<file path="config.mk">
export PLATFORM = sky130hd
export DESIGN_NAME = instr_seq_ctrl
export DESIGN_NICKNAME = d
export VERILOG_FILES = /design/src/rtl/instr_seq_ctrl.sv
export SDC_FILE = /design/constraint.sdc
export NUM_CORES = 1
export LEC_CHECK = 0
export ABC_AREA = 1
export BUFFER_PORTS_ARGS = -buffer_cell sky130_fd_sc_hd__clkbuf_2
export CAP_MARGIN = 20
export CORE_MARGIN = 10
export CORE_UTILIZATION = 25
export CTS_BUF_LIST = sky130_fd_sc_hd__clkbuf_8
export CTS_CLUSTER_SIZE = 25
export DETAILED_ROUTE_END_ITERATION = 7
export SLEW_MARGIN = 20
export SYNTH_ARGS = -nofsm -noshare
export SYNTH_HDL_FRONTEND = slang
export SYNTH_SLANG_ARGS = --single-unit
</file>
<file path="constraint.sdc">
create_clock -name clk -period 1.8 [get_ports clk]
set_input_delay 0.36 -clock clk [delete_from_list [all_inputs] [get_ports clk]]
set_output_delay 0.36 -clock clk [all_outputs]
set_load 0.1 [all_outputs]
</file>
<file path="src/rtl/instr_seq_ctrl.sv">
// ---------------------------------------------------------------------------
// instr_seq_ctrl
//
// Purpose
//   Multi-cycle sequencer for a tiny 8-bit, 8-register instruction set.
//   Each accepted instruction reads its operands from an external register
//   file, computes the result and writes it back. Only one instruction is in
//   flight at a time.
//
//   Instruction word: [7:6] opcode, [5:3] rd, [2:0] rs / imm3
//     00 MOV  rd <= rs
//     01 ADD  rd <= rd + rs   (carry <= bit 8 of the 9-bit sum)
//     10 AND  rd <= rd & rs
//     11 LDI  rd <= {5'b0, imm3}
//
//   State flow:
//     IDLE -> RD_S -> EXEC -> WB -> IDLE            (MOV)
//     IDLE -> RD_S -> RD_D -> EXEC -> WB -> IDLE    (ADD, AND)
//     IDLE -> EXEC -> WB -> IDLE                    (LDI)
//
// Handshake
//   instr_valid/instr_ready follow strict valid/ready rules: an instruction
//   is transferred on a rising edge where both are 1. instr_ready is a
//   registered output that is 1 only in IDLE (and only after the first edge
//   out of reset); instr_valid is ignored whenever instr_ready is 0, and the
//   upstream block holds instr_data stable until the transfer happens.
//
// Ports
//   clk           rising-edge clock
//   reset         synchronous, active-low reset
//   instr_valid   upstream instruction word valid
//   instr_data    instruction word (see above)
//   instr_ready   block can accept an instruction this cycle
//   read_reg_no   register-file read index (rs in RD_S, rd in RD_D, else 0)
//   read_data     register-file read data, combinational from read_reg_no
//   write_reg_no  register-file write index (held after WB)
//   write_data    register-file write data (held after WB)
//   reg_write     register-file write enable, high for the single WB cycle
//   busy          instruction in flight (every state except IDLE)
//   carry         carry out of the last ADD
//   zero          last written result was zero
//   retired_cnt   count of completed instructions, wraps 255 -> 0
//
// Every output is a flop; no input reaches an output combinationally.
// ---------------------------------------------------------------------------
module instr_seq_ctrl (
  input  logic       clk,
  input  logic       reset,
  input  logic       instr_valid,
  input  logic [7:0] instr_data,
  output logic       instr_ready,
  output logic [2:0] read_reg_no,
  input  logic [7:0] read_data,
  output logic [2:0] write_reg_no,
  output logic [7:0] write_data,
  output logic       reg_write,
  output logic       busy,
  output logic       carry,
  output logic       zero,
  output logic [7:0] retired_cnt
);

  typedef enum logic [2:0] {
    S_IDLE = 3'd0,
    S_RD_S = 3'd1,
    S_RD_D = 3'd2,
    S_EXEC = 3'd3,
    S_WB   = 3'd4
  } state_t;

  localparam logic [1:0] OP_MOV = 2'b00;
  localparam logic [1:0] OP_ADD = 2'b01;
  localparam logic [1:0] OP_AND = 2'b10;
  localparam logic [1:0] OP_LDI = 2'b11;

  // State and datapath registers
  state_t     r_state;
  logic [7:0] r_instr;
  logic [7:0] r_op_a;
  logic [7:0] r_op_b;

  // Registered outputs
  logic       r_instr_ready;
  logic [2:0] r_read_reg_no;
  logic [2:0] r_write_reg_no;
  logic [7:0] r_write_data;
  logic       r_reg_write;
  logic       r_busy;
  logic       r_carry;
  logic       r_zero;
  logic [7:0] r_retired_cnt;

  // Decode of the latched instruction
  logic [1:0] w_opcode;
  logic [2:0] w_rd;
  logic [2:0] w_rs;
  logic [1:0] w_new_opcode;
  logic [8:0] w_sum;
  logic [7:0] w_result;

  assign w_opcode     = r_instr[7:6];
  assign w_rd         = r_instr[5:3];
  assign w_rs         = r_instr[2:0];
  assign w_new_opcode = instr_data[7:6];

  // 9-bit sum so the carry out of bit 7 is available for ADD.
  assign w_sum = {1'b0, r_op_a} + {1'b0, r_op_b};

  always_comb begin
    w_result = 8'h00;
    case (w_opcode)
      OP_MOV:  w_result = r_op_b;
      OP_ADD:  w_result = w_sum[7:0];
      OP_AND:  w_result = r_op_a & r_op_b;
      OP_LDI:  w_result = {5'b00000, w_rs};
      default: w_result = 8'h00;
    endcase
  end

  // -------------------------------------------------------------------------
  // Sequencer. read_reg_no is loaded on the edge that enters RD_S / RD_D so
  // the register file has the whole cycle to answer, and is cleared on the
  // edge that leaves them.
  // -------------------------------------------------------------------------
  always_ff @(posedge clk) begin
    if (!reset) begin
      r_state        <= S_IDLE;
      r_instr        <= 8'h00;
      r_op_a         <= 8'h00;
      r_op_b         <= 8'h00;
      r_instr_ready  <= 1'b0;
      r_read_reg_no  <= 3'd0;
      r_write_reg_no <= 3'd0;
      r_write_data   <= 8'h00;
      r_reg_write    <= 1'b0;
      r_busy         <= 1'b0;
      r_carry        <= 1'b0;
      r_zero         <= 1'b0;
      r_retired_cnt  <= 8'h00;
    end else begin
      case (r_state)
        S_IDLE: begin
          r_reg_write   <= 1'b0;
          r_read_reg_no <= 3'd0;
          // instr_ready is 0 for the first IDLE cycle after reset, so the
          // transfer qualifier uses the registered ready, not a constant.
          if (r_instr_ready && instr_valid) begin
            r_instr       <= instr_data;
            r_instr_ready <= 1'b0;
            r_busy        <= 1'b1;
            if (w_new_opcode == OP_LDI) begin
              r_state <= S_EXEC;
            end else begin
              r_state       <= S_RD_S;
              r_read_reg_no <= instr_data[2:0];
            end
          end else begin
            r_instr_ready <= 1'b1;
            r_busy        <= 1'b0;
          end
        end

        S_RD_S: begin
          r_op_b <= read_data;
          if (w_opcode == OP_MOV) begin
            r_state       <= S_EXEC;
            r_read_reg_no <= 3'd0;
          end else begin
            r_state       <= S_RD_D;
            r_read_reg_no <= w_rd;
          end
        end

        S_RD_D: begin
          r_op_a        <= read_data;
          r_state       <= S_EXEC;
          r_read_reg_no <= 3'd0;
        end

        S_EXEC: begin
          r_write_data   <= w_result;
          r_write_reg_no <= w_rd;
          if (w_opcode == OP_ADD) begin
            r_carry <= w_sum[8];
          end
          r_reg_write <= 1'b1;
          r_state     <= S_WB;
        end

        S_WB: begin
          // write_reg_no / write_data are deliberately left untouched here:
          // the register-file write is level-sensitive and they must stay
          // stable until the next EXEC.
          r_reg_write   <= 1'b0;
          r_zero        <= (r_write_data == 8'h00);
          r_retired_cnt <= r_retired_cnt + 8'd1;
          r_instr_ready <= 1'b1;
          r_busy        <= 1'b0;
          r_state       <= S_IDLE;
        end

        default: begin
          r_state       <= S_IDLE;
          r_reg_write   <= 1'b0;
          r_read_reg_no <= 3'd0;
          r_instr_ready <= 1'b0;
          r_busy        <= 1'b0;
        end
      endcase
    end
  end

  assign instr_ready  = r_instr_ready;
  assign read_reg_no  = r_read_reg_no;
  assign write_reg_no = r_write_reg_no;
  assign write_data   = r_write_data;
  assign reg_write    = r_reg_write;
  assign busy         = r_busy;
  assign carry        = r_carry;
  assign zero         = r_zero;
  assign retired_cnt  = r_retired_cnt;

endmodule
</file>
==> results of run 1 <==
state kept, by name (all words and copies together) (netlist names):
name,cells
r_instr,8
r_op_a,8
r_op_b,8
retired_cnt,8
write_data,8
r_state,3
read_reg_no,3
write_reg_no,3
busy,1
carry,1
instr_ready,1
reg_write,1
zero,1
through the flow:
| stage | cell area (um^2) | cells |
|---|---|---|
| 2_1_floorplan | 2550 | 358 |
| 3_3_place_gp | 2950 | 533 |
| 3_5_place_dp | 2950 | 533 |
| 4_1_cts | 3040 | 541 |
| 5_1_grt | 3040 | 541 |
| 6_report | 3040 | 541 |
where the power goes:
part           switching (mW)  leakage, nW  internal [mW]
sequential             0.0658        0.440           1.29
clock                   0.425       0.0441          0.275
combinational           0.473        0.919          0.180
area by class of cell:
cell class | count | area share
Timing Repair Buffer | 51 | 0.0890
Inverter | 49 | 0.0606
Clock buffer | 5 | 0.0227
Clock inverter | 3 | 0.00701
Tap cell | 133 | 0.0548
Sequential cell | 54 | 0.357
Multi-Input combinational cell | 246 | 0.408
routing by layer:
metal  part of all wire  global-route usage  wire [um]
met1               0.45               0.118       3180
met2               0.47               0.165       3340
met3              0.062              0.0275        438
met4              0.016              0.0317        112
met5                  0                   0          0
worst paths after layout:
kind / from / end / slack [ps]
max: r_op_b[0] / write_data[4] / 120
min: read_data[0] / r_op_b[0] / 280
max reg2reg: r_op_b[0] / write_data[4] / 120
min reg2reg: r_op_b[3] / r_op_b[3] / 480
cells by family after synthesis:
kind of cell | synth area share
DFF | 0.425
AOI/OAI and AO/OA | 0.184
xor gates and xnor gates | 0.00689
and+or+nand+nor | 0.244
adders and majority gates | 0.0521
buffers and inverters | 0.0876
cell usage in the layout (no fill, tap or decap), drive strengths merged, types with 2 or more instances in the layout:
cell / instances
a21oi: 34
a31oi: 3
buf: 6
clkbuf: 50
clkinv: 2
dfxtp: 54
ha: 9
inv: 49
nand2: 65
nand3: 21
nand4: 3
nor2: 51
nor3: 4
o21ai: 40
o22ai: 5
o311ai: 3
worst max-delay path, cell delays in order, from the launching register on:
cell and delay (ps):
dfxtp_1 340, ha_1 220, fa_1 400, nand2_1 100
nand3_1 90, and2_1 170, nor2_1 90, nor2_1 50
nand2_1 60, a21oi_1 60
==> results.json, run 1 <==
{
  "max-slew-margin-rel": 0.623,
  "dp_hpwl_um": 5550,
  "register_area_um2": 1080,
  "critPathArrivalTime_ps": 1890,
  "fillers": 1076,
  "grt_max_degree": 37,
  "synth.avg_cell_area_um2": 7.11,
  "path_clk_slew_ps": 110,
  "synthToLayoutAreaGrowth_pct": 19.3,
  "synth_edf_count": 0,
  "ys_types": 30,
  "antenna_cells": 0,
  "design.portCount": 46,
  "fmax_mhz": 597,
  "track_usage": 0.0980,
  "finalHoldViolCount": 0,
  "yosys_warnings": 0,
  "h-tree-depth": 2,
  "critPathMaxFanout": 3,
  "setup_viol": 0,
  "numCtsBuffers": 5,
  "vias_per_cell": 4.52,
  "synth_top_area_cell": "dfxtp_1",
  "outcome": "complete, no violations",
  "worst_slew_pin_slew_ps": 568,
  "wirelength_um": 7070,
  "avgRoutedWirePerCell_um": 13.1,
  "worstSetupEndpointType": "register",
  "synth.area.top_cells": "dfxtp_1, nand2_1, o21ai_0, nor2_1, inv_1",
  "report.final.slew_viol_count": 0,
  "leakage_nw": 1.40,
  "cts_buffer_depth": 2,
  "die_y_um": 121,
  "rr_worst_depth": 9,
  "synthCells": 358,
  "synthArstFlopShare": 0,
  "layout.nets": 436,
  "post_cts_buffers": 0,
  "cts_tree": "built",
  "synth_ff_type": "dfxtp_1",
  "drtPass1Iterations": 4,
  "maxCapViolations": 0,
  "grt_overflow": 0,
  "syn_nets": 387,
  "synth_common_cells": "nand2_1, dfxtp_1, nor2_1",
  "core_area_um2": 9860,
  "rsz0062_at_grt": "no",
  "die_x_um": 121,
  "totalNegativeSetupSlack_ps": 0,
  "clkLatencyLatePin_ps": 310,
  "crit_path_start_kind": "register",
  "power_mw": 2.71,
  "drtAntennaViolNets": 0,
  "place_congestion": 0.845,
  "critPathRequiredTime_ps": 2010,
  "cts.repair.resized": 0,
  "drcViolationCount": 0,
  "finClkSkew_ps": 8.75,
  "hold_path_class": "in2reg",
  "period_share": 0.931,
  "die-area_um2": 14600,
  "rows": 36,
  "min_period_ps": 1680,
  "cts.sinks": 54,
  "critical_path_class": "reg2reg",
  "grt_first_pass_wirelength_um": 11800,
  "ys_seq_elements": 54,
  "antenna_found_initial": 0,
  "hold_ws_ps": 283,
  "vias": 2446,
  "multiInputGateArea_um2": 1240,
  "syn_area_um2": 2540,
  "cts_hold_repair.buffers": 0,
  "first_global_vias": 2402,
  "portBuffers": 45,
  "start_util": 0.258,
  "yosysMostFrequentCell": "nand2_1",
  "ys_seq_area_frac": 0.425,
  "powerDensity_nw_per_um2": 891,
  "max-vdd-ir-drop_v": 0.000295,
  "yosysTopAreaCellShare": 0.425,
  "finish.utilization": 0.308,
  "drtIter0Drc": 188,
  "cts-root-buf": "clkbuf_8",
  "place_ws_ps": 158,
  "finalWorstSetupSlack_ps": 124,
  "whs_path_depth": 3,
  "layout-drive-gt1-share": 0.169
}
Power figures use the tool's default switching activity.
==> run 2, diff against run 1 <==
--- a/config.mk
+++ b/config.mk
@@ -8,6 +8,7 @@
 export ABC_AREA = 1
 export BUFFER_PORTS_ARGS = -buffer_cell sky130_fd_sc_hd__clkbuf_2
 export CAP_MARGIN = 20
+export CORE_ASPECT_RATIO = 1.25
 export CORE_MARGIN = 10
 export CORE_UTILIZATION = 25
 export CTS_BUF_LIST = sky130_fd_sc_hd__clkbuf_8
==> results.json, run 2 (same netlist as run 1, synthesis figures left out) <==
{
  "worstSetupEndpointType": "register",
  "numCtsBuffers": 5,
  "maxCapViolations": 0,
  "h-tree-depth": 2,
  "r2r_end": "write_data[4]",
  "design.portCount": 46,
  "clkLatencyLatePin_ps": 320,
  "whs_path_depth": 3,
  "worst_slew_pin_slew_ps": 564,
  "cts.sinks": 54,
  "drtIter0Drc": 128,
  "critical_path_class": "reg2reg",
  "critPathTopFamily": "adder cells",
  "drtAntennaViolNets": 0,
  "cts_tree": "built",
  "critPathRequiredTime_ps": 2030,
  "post_cts_buffers": 0,
  "grt_max_degree": 21,
  "crit_path_cell_trace": "ha_2, fa_1, nand2_1, nand3_1, and2_1, nor2_1, nor2_1, nand2_1, a21oi_1",
  "first_global_vias": 2398,
  "critPathBufInv": 0,
  "drtPass1Iterations": 4,
  "mostFrequentLayoutCell": "nand2_1",
  "rows": 41,
  "core_area_um2": 10000,
  "final_cell_area_um2": 3070,
  "grt_overflow": 0,
  "min_period_ps": 1620,
  "use_met2": 0.163,
  "cts_hold_repair.buffers": 0,
  "rsz0062_at_grt": "no",
  "period_share": 0.902,
  "critPathMaxFanout": 3,
  "multiInputGateArea_um2": 1240,
  "leakage_nw": 1.42,
  "crit_path_start_kind": "register",
  "cts.repair.resized": 0,
  "max_stage_delay_ps": 380,
  "r2r_setup_slack_ps": 180,
  "drcViolationCount": 0,
  "wirelength_um": 6970,
  "place_congestion": 0.873,
  "finClkSkew_ps": 5.75,
  "setup_viol": 0,
  "crit_start": "r_op_b[0]",
  "antenna_cells": 0,
  "min_to": "r_op_b[0]",
  "outcome": "complete, no violations",
  "finish.utilization": 0.307,
  "grt_first_pass_wirelength_um": 11500,
  "hold_path_class": "in2reg",
  "layout.nets": 437,
  "register_area_um2": 1080,
  "vias_per_cell": 4.46,
  "die-area_um2": 14600,
  "cts-root-buf": "clkbuf_8",
  "critPathSlowestCell": "fa_1",
  "max-vdd-ir-drop_v": 0.000305,
  "die_y_um": 133,
  "holdCritStartpoint": "read_data[0]",
  "avgRoutedWirePerCell_um": 13.0,
  "max-slew-margin-rel": 0.626,
  "finalHoldViolCount": 0,
  "r2r-start": "r_op_b[0]",
  "critPathArrivalTime_ps": 1850,
  "rr_worst_depth": 9,
  "track_usage": 0.0985,
  "grt_use_met1": 0.110,
  "synthToLayoutAreaGrowth_pct": 20.6,
  "fmax_mhz": 616,
  "finalWorstSetupSlack_ps": 176,
  "vias": 2400,
  "place_area_um2": 2950,
  "layout_common_cells": "nand2_1, dfxtp_1, nor2_1",
  "start_util": 0.254,
  "met3_usage": 0.0282,
  "die_x_um": 110,
  "antenna_found_initial": 0,
  "powerDensity_nw_per_um2": 939,
  "place_ws_ps": 162,
  "cts_buffer_depth": 2,
  "portBuffers": 45,
  "top_usage_layer": "met2",
  "layout-drive-gt1-share": 0.174,
  "report.final.slew_viol_count": 0,
  "path_clk_slew_ps": 110,
  "dp_hpwl_um": 5570,
  "fillers": 1123
}
-- run 2: cell count changes in the layout (fill, tap and decap cells not counted) --
cell | previous run | this run
ha_2 | 0 | 1
clkinv_2 | 1 | 0
bufinv_16 | 0 | 1
buf_4 | 6 | 7
inv_8 | 0 | 1
clkinv_4 | 1 | 0
ha_1 | 9 | 8
-- run 2: area by class of cell --
type / count / share of cell area
clock inverters: 3 / 0.0159
flip-flops and latches: 54 / 0.354
clock buffers: 5 / 0.0224
repair buffers: 52 / 0.0905
inverters: 49 / 0.0600
well taps: 129 / 0.0526
multi-input cells: 246 / 0.405
-- run 2: routing by layer --
layer  wire (um)  share of wire
met1        3000           0.43
met2        3470           0.50
met3         354          0.051
met4         139          0.020
met5           0              0
-- run 2: worst reg2reg max path, cell delays in order, from the launching register on --
cell and delay (ps):
dfxtp_1 340, ha_2 190, fa_1 380, nand2_1 100, nand3_1 90, and2_1 180
nor2_1 90, nor2_1 50, nand2_1 60, a21oi_1 50
-- run 2: metrics by stage --
stage	TNS, ps	hold WS [ps]	total power [mW]	std cells
after floorplan	-44.3	440	1.85	358
after global placement	0	459	2.03	530
after detailed placement	0	457	2.03	530
after CTS	0	259	2.92	538
after global routing	0	271	3.05	538
final	0	274	2.88	538
-- run 2: worst max path at each step --
stage | endpoint | slack, ps | depth (start not counted)
3_3_place_gp | write_data[4] | 180 | 9
5_1_grt | write_data[4] | 20 | 9
3_5_place_dp | write_data[4] | 160 | 9
4_1_cts | write_data[4] | 140 | 9
6_report | write_data[4] | 180 | 9
2_1_floorplan | retired_cnt[6] | -40 | 7
-- run 2: power breakdown --
| group | internal (mW) | switching, mW | total [mW] | leakage, nW |
|---|---|---|---|---|
| Clock | 0.425 | 0.455 | 0.880 | 0.0563 |
| Sequential | 1.29 | 0.0652 | 1.35 | 0.440 |
| Combinational | 0.182 | 0.467 | 0.648 | 0.921 |
==> run 3, diff against run 2 <==
--- a/config.mk
+++ b/config.mk
@@ -10,7 +10,7 @@
 export CAP_MARGIN = 20
 export CORE_ASPECT_RATIO = 1.25
 export CORE_MARGIN = 10
-export CORE_UTILIZATION = 25
+export CORE_UTILIZATION = 29
 export CTS_BUF_LIST = sky130_fd_sc_hd__clkbuf_8
 export CTS_CLUSTER_SIZE = 25
 export DETAILED_ROUTE_END_ITERATION = 7
==> results.json, run 3 (same netlist as run 1, synthesis figures left out) <==
{
  "finClkSkew_ps": 9.84,
  "place_congestion": 0.901,
  "period_share": 0.921,
  "max-slew-margin-rel": 0.629,
  "dp_cells": 520,
  "drtAntennaViolNets": 0,
  "maxCapViolations": 0,
  "critPathArrivalTime_ps": 1860,
  "vias_per_cell": 4.51,
  "r2r_setup_slack_ps": 140,
  "crit_path_cell_trace": "ha_1, fa_1, nand2_1, nand3_1, and2_1, nor2_1, nor2_1, nand2_1, a21oi_1",
  "fmax_mhz": 603,
  "die_y_um": 125,
  "design.portCount": 46,
  "critPathSlowestCell": "fa_1",
  "min_period_ps": 1660,
  "cts_tree": "built",
  "powerDensity_nw_per_um2": 887,
  "critical_path_class": "reg2reg",
  "layout_common_cells": "nand2_1, dfxtp_1, nor2_1",
  "dp_hpwl_um": 5340,
  "rows": 38,
  "critPathBufInv": 0,
  "antenna_found_initial": 0,
  "max-vdd-ir-drop_v": 0.000403,
  "portBuffers": 45,
  "register_area_um2": 1080,
  "drcViolationCount": 0,
  "drtIter0Drc": 127,
  "place_ws_ps": 167,
  "outcome": "complete, no violations",
  "avgRoutedWirePerCell_um": 12.4,
  "report.final.slew_viol_count": 0,
  "worst_slew_pin_slew_ps": 558,
  "finalHoldViolCount": 0,
  "max_stage_delay_ps": 390,
  "hold_path_class": "in2reg",
  "synthToLayoutAreaGrowth_pct": 18.4,
  "whs_path_depth": 3,
  "grt_max_degree": 23,
  "multiInputGateArea_um2": 1240,
  "core_area_um2": 8610,
  "track_usage": 0.102,
  "die-area_um2": 12900,
  "drtPass1Iterations": 4,
  "grt_overflow": 0,
  "die_x_um": 104,
  "min_to": "r_op_b[1]",
  "path_clk_slew_ps": 100,
  "layout.nets": 436,
  "cts-root-buf": "clkbuf_8",
  "critPathMaxFanout": 3,
  "cts_buffer_depth": 2,
  "grt_first_pass_wirelength_um": 11100,
  "clkLatencyLatePin_ps": 310,
  "critPathTopFamily": "adder cells",
  "wirelength_um": 6560,
  "finalWorstSetupSlack_ps": 143,
  "leakage_nw": 1.40,
  "cts.repair.resized": 0,
  "r2r-start": "r_op_b[0]",
  "cts_hold_repair.buffers": 0,
  "cts.sinks": 54,
  "vias": 2377,
  "antenna_cells": 0,
  "r2r_end": "write_data[4]",
  "first_global_vias": 2367,
  "post_cts_buffers": 0,
  "totalNegativeSetupSlack_ps": 0,
  "numCtsBuffers": 5,
  "setup_viol": 0,
  "final_cells": 527,
  "hold_ws_ps": 278,
  "start_util": 0.296,
  "layout-drive-gt1-share": 0.167,
  "mostFrequentLayoutCell": "nand2_1",
  "critPathRequiredTime_ps": 2000,
  "rsz0062_at_grt": "no",
  "holdCritStartpoint": "read_data[1]",
  "h-tree-depth": 2,
  "rr_worst_depth": 9,
  "fillers": 952,
  "crit_path_start_kind": "register",
  "worstSetupEndpointType": "register"
}
run 3: cell count changes in the layout (fill, tap and decap cells not counted), sizes merged:
cell	delta
clkinvlp	-1
bufinv	-1
buf	-1
clkinv	+1
run 3: worst min-delay path, stage by stage:
cell      delay (ps)
clkbuf_2          90
nand2_1           60
a21oi_1           50
run 3: worst max path at each step:
| stage | to | cells after the start | slack, ps | startpoint |
|---|---|---|---|---|
| 6_report | write_data[4] | 9 | 140 | r_op_b[0] |
| 5_1_grt | write_data[6] | 9 | 30 | r_op_b[0] |
| 4_1_cts | write_data[4] | 9 | 150 | r_op_b[0] |
| 3_5_place_dp | write_data[4] | 9 | 170 | r_op_b[0] |
| 3_3_place_gp | write_data[4] | 9 | 190 | r_op_b[0] |
| 2_1_floorplan | retired_cnt[6] | 7 | -40 | retired_cnt[2] |
run 3: layer usage:
| metal | global-route usage | up-vias | routed length (um) |
|---|---|---|---|
| met3 | 0.0269 | 9 | 283 |
| met2 | 0.179 | 43 | 3190 |
| met1 | 0.114 | 1063 | 2950 |
| met4 | 0.0427 | 0 | 125 |
| met5 | 0 | - | 0 |
| li1 | - | 1262 | - |
run 3: metrics by stage:
step                utilization  power (mW)  area (um^2)
finish                    0.350        2.67         3010
detailed placement        0.340        2.02         2930
global route              0.350        2.83         3010
global placement          0.340        2.02         2930
CTS                       0.350        2.69         3010
floorplan                     -        1.85         2550
run 3: final cells by class:
cell class,instances,share of cell area
clock buffers,5,0.0229
inverters,49,0.0611
repair buffers,51,0.0897
clock inverters,2,0.00457
well taps,120,0.0499
flip-flops and latches,54,0.360
multi-input cells,246,0.412
run 3: report_power, final:
group / internal, mW / total, mW / leakage [nW] / switching (mW)
combinational: 0.180 / 0.641 / 0.919 / 0.461
sequential: 1.29 / 1.35 / 0.440 / 0.0653
clock: 0.270 / 0.677 / 0.0444 / 0.407
total: 1.74 / 2.67 / 1.40 / 0.933
